==> config.mk <==
export PLATFORM = sky130hd
export DESIGN_NAME = mio_input_ctrl_flat
export DESIGN_NICKNAME = d
export VERILOG_FILES = /design/src/rtl/mio_input_ctrl_if.sv /design/src/rtl/mio_input_ctrl.sv /design/src/flat_wrapper.sv
export SDC_FILE = /design/constraint.sdc
export NUM_CORES = 1
export LEC_CHECK = 0
export ABC_AREA = 1
export CAP_MARGIN = 20
export CELL_PAD_IN_SITES_DETAIL_PLACEMENT = 0
export CELL_PAD_IN_SITES_GLOBAL_PLACEMENT = 1
export CORE_MARGIN = 2
export CORE_UTILIZATION = 45
export CTS_BUF_LIST = sky130_fd_sc_hd__clkbuf_8
export DETAILED_ROUTE_END_ITERATION = 8
export DONT_BUFFER_PORTS = 1
export PLACE_DENSITY = 0.83
export SLEW_MARGIN = 10
export SYNTH_ARGS = -nofsm -noshare
export SYNTH_HDL_FRONTEND = slang
export SYNTH_SLANG_ARGS = --single-unit
export TNS_END_PERCENT = 20
==> constraint.sdc <==
create_clock -name clk -period 1.3 [get_ports clk]
set_input_delay 0.325 -clock clk [delete_from_list [all_inputs] [get_ports clk]]
set_output_delay 0.325 -clock clk [all_outputs]
set_load 0.005 [all_outputs]
==> src/rtl/mio_input_ctrl_if.sv <==
// MIO bus port bundle for the input responder: CPU-side select/write/address/data
// plus the read-data and interrupt lines returned by the responder.
interface mio_input_ctrl_if;
    // Bus transfer: a write happens on any clock edge that sees sel=1 and wr=1.
    // There is no stall: the responder accepts every write and read data is
    // valid combinationally whenever sel=1.
    logic        sel;
    logic        wr;
    logic [1:0]  addr;
    logic [31:0] wdata;
    logic [31:0] rdata;
    logic        irq;

    modport master (output sel, output wr, output addr, output wdata,
                    input  rdata, input irq);
    modport slave  (input  sel, input  wr, input  addr, input  wdata,
                    output rdata, output irq);
endinterface

==> src/rtl/mio_input_ctrl.sv <==
// Board input responder: synchronises and debounces switches/buttons, latches
// rising edges as W1C sticky flags and raises a masked level interrupt.
module mio_input_ctrl #(
    parameter int N_SW       = 16,
    parameter int N_BTN      = 5,
    parameter int DB_TICK    = 100000,
    parameter int DB_SAMPLES = 4
) (
    input  logic             clk,
    input  logic             rstn,
    input  logic [N_SW-1:0]  sw_i,
    input  logic [N_BTN-1:0] btn_i,
    mio_input_ctrl_if.slave  bus
);
    localparam int N  = N_SW + N_BTN;
    localparam int CW = (DB_TICK > 1) ? $clog2(DB_TICK) : 1;
    localparam logic [CW-1:0] TICK_MAX = CW'(DB_TICK - 1);
    localparam logic [2:0]    CNT_MAX  = 3'(DB_SAMPLES - 1);

    logic [N-1:0]      sync1_q, sync2_q;
    logic [CW-1:0]     presc_q, presc_d;
    logic              tick;
    logic [N-1:0][2:0] cnt_q, cnt_d;
    logic [N-1:0]      stable_q, stable_d;
    logic [N-1:0]      stable_prev_q;
    logic [N-1:0]      rise;
    logic [N-1:0]      edge_flags_q, edge_flags_d;
    logic [N-1:0]      irq_en_q, irq_en_d;
    logic              irq_q;
    logic              wr_en;
    logic              unused_wdata;

    assign tick    = (presc_q == TICK_MAX);
    assign presc_d = tick ? '0 : presc_q + 1'b1;
    assign rise    = stable_q & ~stable_prev_q;
    assign wr_en   = bus.sel & bus.wr;
    assign unused_wdata = ^bus.wdata[31:N];

    // Per-bit debounce: a new level must differ from stable on DB_SAMPLES
    // consecutive ticks; any agreeing tick restarts the count.
    always_comb begin
        cnt_d    = cnt_q;
        stable_d = stable_q;
        if (tick) begin
            for (int i = 0; i < N; i++) begin
                if (sync2_q[i] == stable_q[i]) begin
                    cnt_d[i] = 3'd0;
                end else if (cnt_q[i] == CNT_MAX) begin
                    stable_d[i] = sync2_q[i];
                    cnt_d[i]    = 3'd0;
                end else begin
                    cnt_d[i] = cnt_q[i] + 3'd1;
                end
            end
        end
    end

    // A rise in the same cycle as a W1C write keeps the flag set.
    always_comb begin
        edge_flags_d = edge_flags_q | rise;
        irq_en_d     = irq_en_q;
        if (wr_en) begin
            case (bus.addr)
                2'd2:    edge_flags_d = (edge_flags_q & ~bus.wdata[N-1:0]) | rise;
                2'd3:    irq_en_d     = bus.wdata[N-1:0];
                default: ;
            endcase
        end
    end

    always_ff @(posedge clk or negedge rstn) begin
        if (!rstn) begin
            sync1_q       <= '0;
            sync2_q       <= '0;
            presc_q       <= '0;
            cnt_q         <= '0;
            stable_q      <= '0;
            stable_prev_q <= '0;
            edge_flags_q  <= '0;
            irq_en_q      <= '0;
            irq_q         <= 1'b0;
        end else begin
            sync1_q       <= {btn_i, sw_i};
            sync2_q       <= sync1_q;
            presc_q       <= presc_d;
            cnt_q         <= cnt_d;
            stable_q      <= stable_d;
            stable_prev_q <= stable_q;
            edge_flags_q  <= edge_flags_d;
            irq_en_q      <= irq_en_d;
            irq_q         <= |(edge_flags_q & irq_en_q);
        end
    end

    always_comb begin
        bus.rdata = 32'h0;
        if (bus.sel) begin
            case (bus.addr)
                2'd0: bus.rdata = {{(32-N_SW){1'b0}}, stable_q[N_SW-1:0]};
                2'd1: bus.rdata = {{(32-N_BTN){1'b0}}, stable_q[N-1:N_SW]};
                2'd2: bus.rdata = {{(32-N){1'b0}}, edge_flags_q};
                2'd3: bus.rdata = {{(32-N){1'b0}}, irq_en_q};
                default: bus.rdata = 32'h0;
            endcase
        end
    end

    assign bus.irq = irq_q;
endmodule

==> src/flat_wrapper.sv <==
// flat-port wrapper written by rule: the top's interface ports become plain ports
module mio_input_ctrl_flat 
#(
    parameter int N_SW       = 16,
    parameter int N_BTN      = 5,
    parameter int DB_TICK    = 100000,
    parameter int DB_SAMPLES = 4
)
  (clk, rstn, sw_i, btn_i, bus_sel, bus_wr, bus_addr, bus_wdata, bus_rdata, bus_irq);
  mio_input_ctrl_if bus_i ();
  input  logic clk;
  input  logic rstn;
  input  logic [N_SW-1:0] sw_i;
  input  logic [N_BTN-1:0] btn_i;
  input wire logic [$bits(bus_i.sel)-1:0] bus_sel;
  input wire logic [$bits(bus_i.wr)-1:0] bus_wr;
  input wire logic [$bits(bus_i.addr)-1:0] bus_addr;
  input wire logic [$bits(bus_i.wdata)-1:0] bus_wdata;
  output wire logic [$bits(bus_i.rdata)-1:0] bus_rdata;
  output wire logic [$bits(bus_i.irq)-1:0] bus_irq;
  assign bus_i.sel = bus_sel;
  assign bus_i.wr = bus_wr;
  assign bus_i.addr = bus_addr;
  assign bus_i.wdata = bus_wdata;
  assign bus_rdata = bus_i.rdata;
  assign bus_irq = bus_i.irq;
  mio_input_ctrl #(.N_SW(N_SW), .N_BTN(N_BTN), .DB_TICK(DB_TICK), .DB_SAMPLES(DB_SAMPLES)) u_core (.clk(clk), .rstn(rstn), .sw_i(sw_i), .btn_i(btn_i), .bus(bus_i));
endmodule
==> results.py, run 1 <==
metrics = {
    "sta": {
        "setup_violations": 118,
        "finalMaxSlewViolations": 0,
        "final-hold-violation-count": 207,
        "post-route-min-period_ns": 1.757,
        "rsz0062_at_grt": "yes",
        "final.setup.worst_slack_ns": -0.4573,
        "fmax_ghz": 0.5691,
        "post-route-period-util_pct": 135.2,
        "finClkSkew_ns": 0.03169,
        "fin_hold_ws_ns": -0.4926,
    },
    "cells_and_area": {
        "post-route-util_pct": 59.65,
        "fin_nets": 1367,
        "syn2layout_area_growth_pct": 30.48,
        "antennaDiodeCount": 0,
        "drive_above_1_share_pct": 28.33,
    },
    "route": {
        "first_iter_violations": 488,
        "first_pass_iters": 5,
        "wl_per_cell_um": 14.60,
        "routed-via-count": 7725,
        "viasPerCell": 4.865,
        "drt-total-wl_um": 23180,
        "drc_errors": 0,
        "detail-route-antenna-nets": 0,
    },
    "pwr": {
        "ir_worst_vdd_mv": 0.4880,
        "total_power_uw": 14350,
        "seq_power_share_pct": 48.9,
        "p_leak_uw": 0.006184,
        "p_int_uw": 10860,
        "swShare_pct": 24.28,
        "powerDensity_mw_per_mm2": 1144,
        "p_sw_uw": 3484,
        "p_clk_share_pct": 43.3,
        "p_comb_share_pct": 7.8,
    },
    "critical_path": {
        "worst_path_most_repeated_cell": "a21oi_2",
        "cp-start-kind": "flop",
        "slowest_delay_ns": 0.36,
        "worst_setup_path_end_kind": "output port",
        "crit_slowest_cell": "dfrtp_1",
        "required_ns": 0.98,
        "arrival_ns": 1.43,
        "worstSetupPathType": "flop to output port",
        "ff2ff_setup_slack_ns": -0.41,
        "worstPathCellList": "inv_2 > a21oi_4 > a21oi_2 > a21oi_2 > buf_4",
        "path_max_fanout": 2,
    },
    "yosys": {
        "synth-async-reset-ratio_pct": 100.0,
        "synth_edf_count": 0,
        "dominantRegCellSynth": "dfrtp_1",
        "synth_compound_area_share_pct": 10.15,
        "ys_ff_latch": 207,
        "synth_xor_area_share_pct": 0.4557,
        "synth_mux_area_share_pct": 1.172,
        "yosysTopAreaCellShare_pct": 53.90,
        "ys_types": 32,
        "syn_inst": 1117,
        "yosysTopAreaCell": "dfrtp_1",
        "synthAdderAreaFrac_pct": 2.864,
        "synth_warnings": 0,
        "synth_simple_gate_area_share_pct": 22.68,
        "synth_top_cells_by_area": "dfrtp_1 (54%), nand2_1 (13%), inv_1 (5.3%)",
        "avgSynthCellArea_um2": 8.604,
        "synth_area_mm2": 0.009610,
        "ys_seq_area_share_pct": 53.90,
        "synth_top_family_by_area": "simple AND/OR/NAND/NOR gates",
    },
    "floorplan": {
        "die_w_um": 150.1,
        "die_height_um": 150.1,
        "core.rowCount": 53,
        "dieArea_mm2": 0.02254,
        "core-area_mm2": 0.02102,
        "num_io_pins": 92,
        "start_util_pct": 45.72,
    },
    "cts": {
        "clockBufferDepth": 3,
        "cts_tree": "done",
        "cts_sinks": 207,
        "clock-root-buffer": "clkbuf_8",
        "hold_buffers": 42,
        "h-tree-depth": 2,
        "clk_latency_ns": 0.53,
        "cts_buffers": 37,
        "clk_pin_slew_ns": 0.06,
    },
    "placement": {
        "routabilityCongestion": 0.8282,
        "port_buffers": 0,
        "dp_hpwl_um": 13770,
    },
    "status": {
        "violations": "negative hold slack, negative setup slack",
        "outcome": "complete, but fails checks",
    },
    "grt": {
        "grt_pass1_wl_um": 36200,
        "grt_max_degree": 208,
        "antenna_found_initial": 0,
        "grt_overflow": 0,
        "grt_usage_pct": 20.31,
        "grt_pass1_vias": 7293,
    },
    "run": {
        "drv_cap": 0,
    },
    "min_path": {
        "holdCritPathClass": "input pin to asynchronous set/reset pin",
    },
}
==> what timing repair did <==
item                                   CTS  global route
gates cloned                             4             8
setup buffers                           38             9
pin swaps                               38            37
endpoints found under the hold margin  268           207
gates resized for setup                110            63
setup endpoints to repair              118           120
==> kinds of logic after synthesis <==
kind of cell	count (synthesis)
xor gates and xnor gates	5
muxes	10
and+or+nand+nor	529
other	1
DFF	207
buffers and inverters	186
adders and majority gates	22
AOI/OAI and AO/OA	157
==> path summary, 6_finish.rpt <==
path,start,endpoint,cells past startpoint
worst min-delay path,rstn,u_core.cnt_q[42],0
worst max register to register,u_core.presc_q[1],u_core.cnt_q[19],9
min in group clk,bus_wdata[18],u_core.edge_flags_q[18],3
max in group asynchronous,rstn,u_core.presc_q[11],0
worst min register to register,u_core.sync1_q[6],u_core.sync2_q[6],0
worst max-delay path,u_core.stable_q[19],bus_rdata[3],5
==> worst max-delay path, delay by kind of cell (launching register included) <==
kind	cells	cell delay [ns]
AOI/OAI and AO/OA	3	0.34
buffers and inverters	2	0.20
DFF	1	0.36
==> layout make-up <==
cell class	instances	area [um^2]
clock buffers	48	660.6
fillers	1779	8482
well taps	275	344.1
clock inverters	18	106.4
inverters	139	528.0
multi-input cells	736	4070
flip-flops and latches	207	5180
repair buffers	165	1650
==> placed cells by master, fill, tap and decap left out, types with 17 or more instances in the layout <==
cell type and n:
ha_1 21, nor2_1 98, nor2_2 24, nand2_1 290
dlygate4sd3_1 42, buf_4 95, dfrtp_1 207, o21ai_2 43
nand4_1 49, inv_2 35, a21oi_2 17, a21oi_1 20
inv_1 111, o21ai_0 56, clkbuf_8 48, nand2_2 29
==> synth_stat cells, types with 8 or more instances <==
library cell and number:
nor2_1 120, o21ai_2 42, dfrtp_1 207, a21oi_1 39, buf_2 17, o221ai_1 8
nand2_1 331, nand3_1 14, buf_4 12, inv_1 136, ha_1 22, o21ai_0 66
nand4_1 49, buf_6 10
==> sequential cells by signal, indices dropped and copies added, names as in the netlist <==
register              cells
u_core.edge_flags_q      21
u_core.bus.irq            1
u_core.sync1_q           21
u_core.presc_q           17
u_core.cnt_q             63
u_core.stable_prev_q     21
u_core.stable_q          21
u_core.sync2_q           21
u_core.irq_en_q          21
==> per-stage QoR <==
stage                     area, um^2  hold slack (ns)  cells  setup TNS, ns  setup WS, ns
after floorplan                 9678          0.02941   1127         -8.792      -0.09922
after global placement         10280          0.04054   1421         -14.93       -0.1822
after detailed placement       10280          0.03913   1421         -19.31       -0.2309
after CTS                      12180          -0.5309   1571         -25.44       -0.5369
after global routing           12540          -0.5317   1588         -39.48       -0.5391
final                          12540          -0.4926   1588         -31.68       -0.4573
==> layer usage <==
layer | routed length (um) | global-route usage (%) | vias up
met5 | 0 | 0 | -
met4 | 339 | 5.660 | 0
met3 | 1197 | 3.606 | 27
met2 | 10750 | 32.12 | 173
met1 | 10890 | 28.91 | 3631
li1 | - | - | 3894
==> power groups by stage <==
stage	combinational, uW	clock [uW]	sequential (uW)
finish	1120	6210	7020
global route	1250	6670	7050
CTS	1050	6390	7000
detailed placement	722	0	7110
global placement	701	0	7100
floorplan	580	0	7050
(Power assumes the default switching activity.)
==> inputs of run 2 (changes only) <==
--- a/config.mk
+++ b/config.mk
@@ -15,6 +15,7 @@
 export DETAILED_ROUTE_END_ITERATION = 8
 export DONT_BUFFER_PORTS = 1
 export PLACE_DENSITY = 0.83
+export RECOVER_POWER = 50
 export SLEW_MARGIN = 10
 export SYNTH_ARGS = -nofsm -noshare
 export SYNTH_HDL_FRONTEND = slang
==> results of run 2 <==
No change in the layout: final DEF, timing and power equal those of run 1.
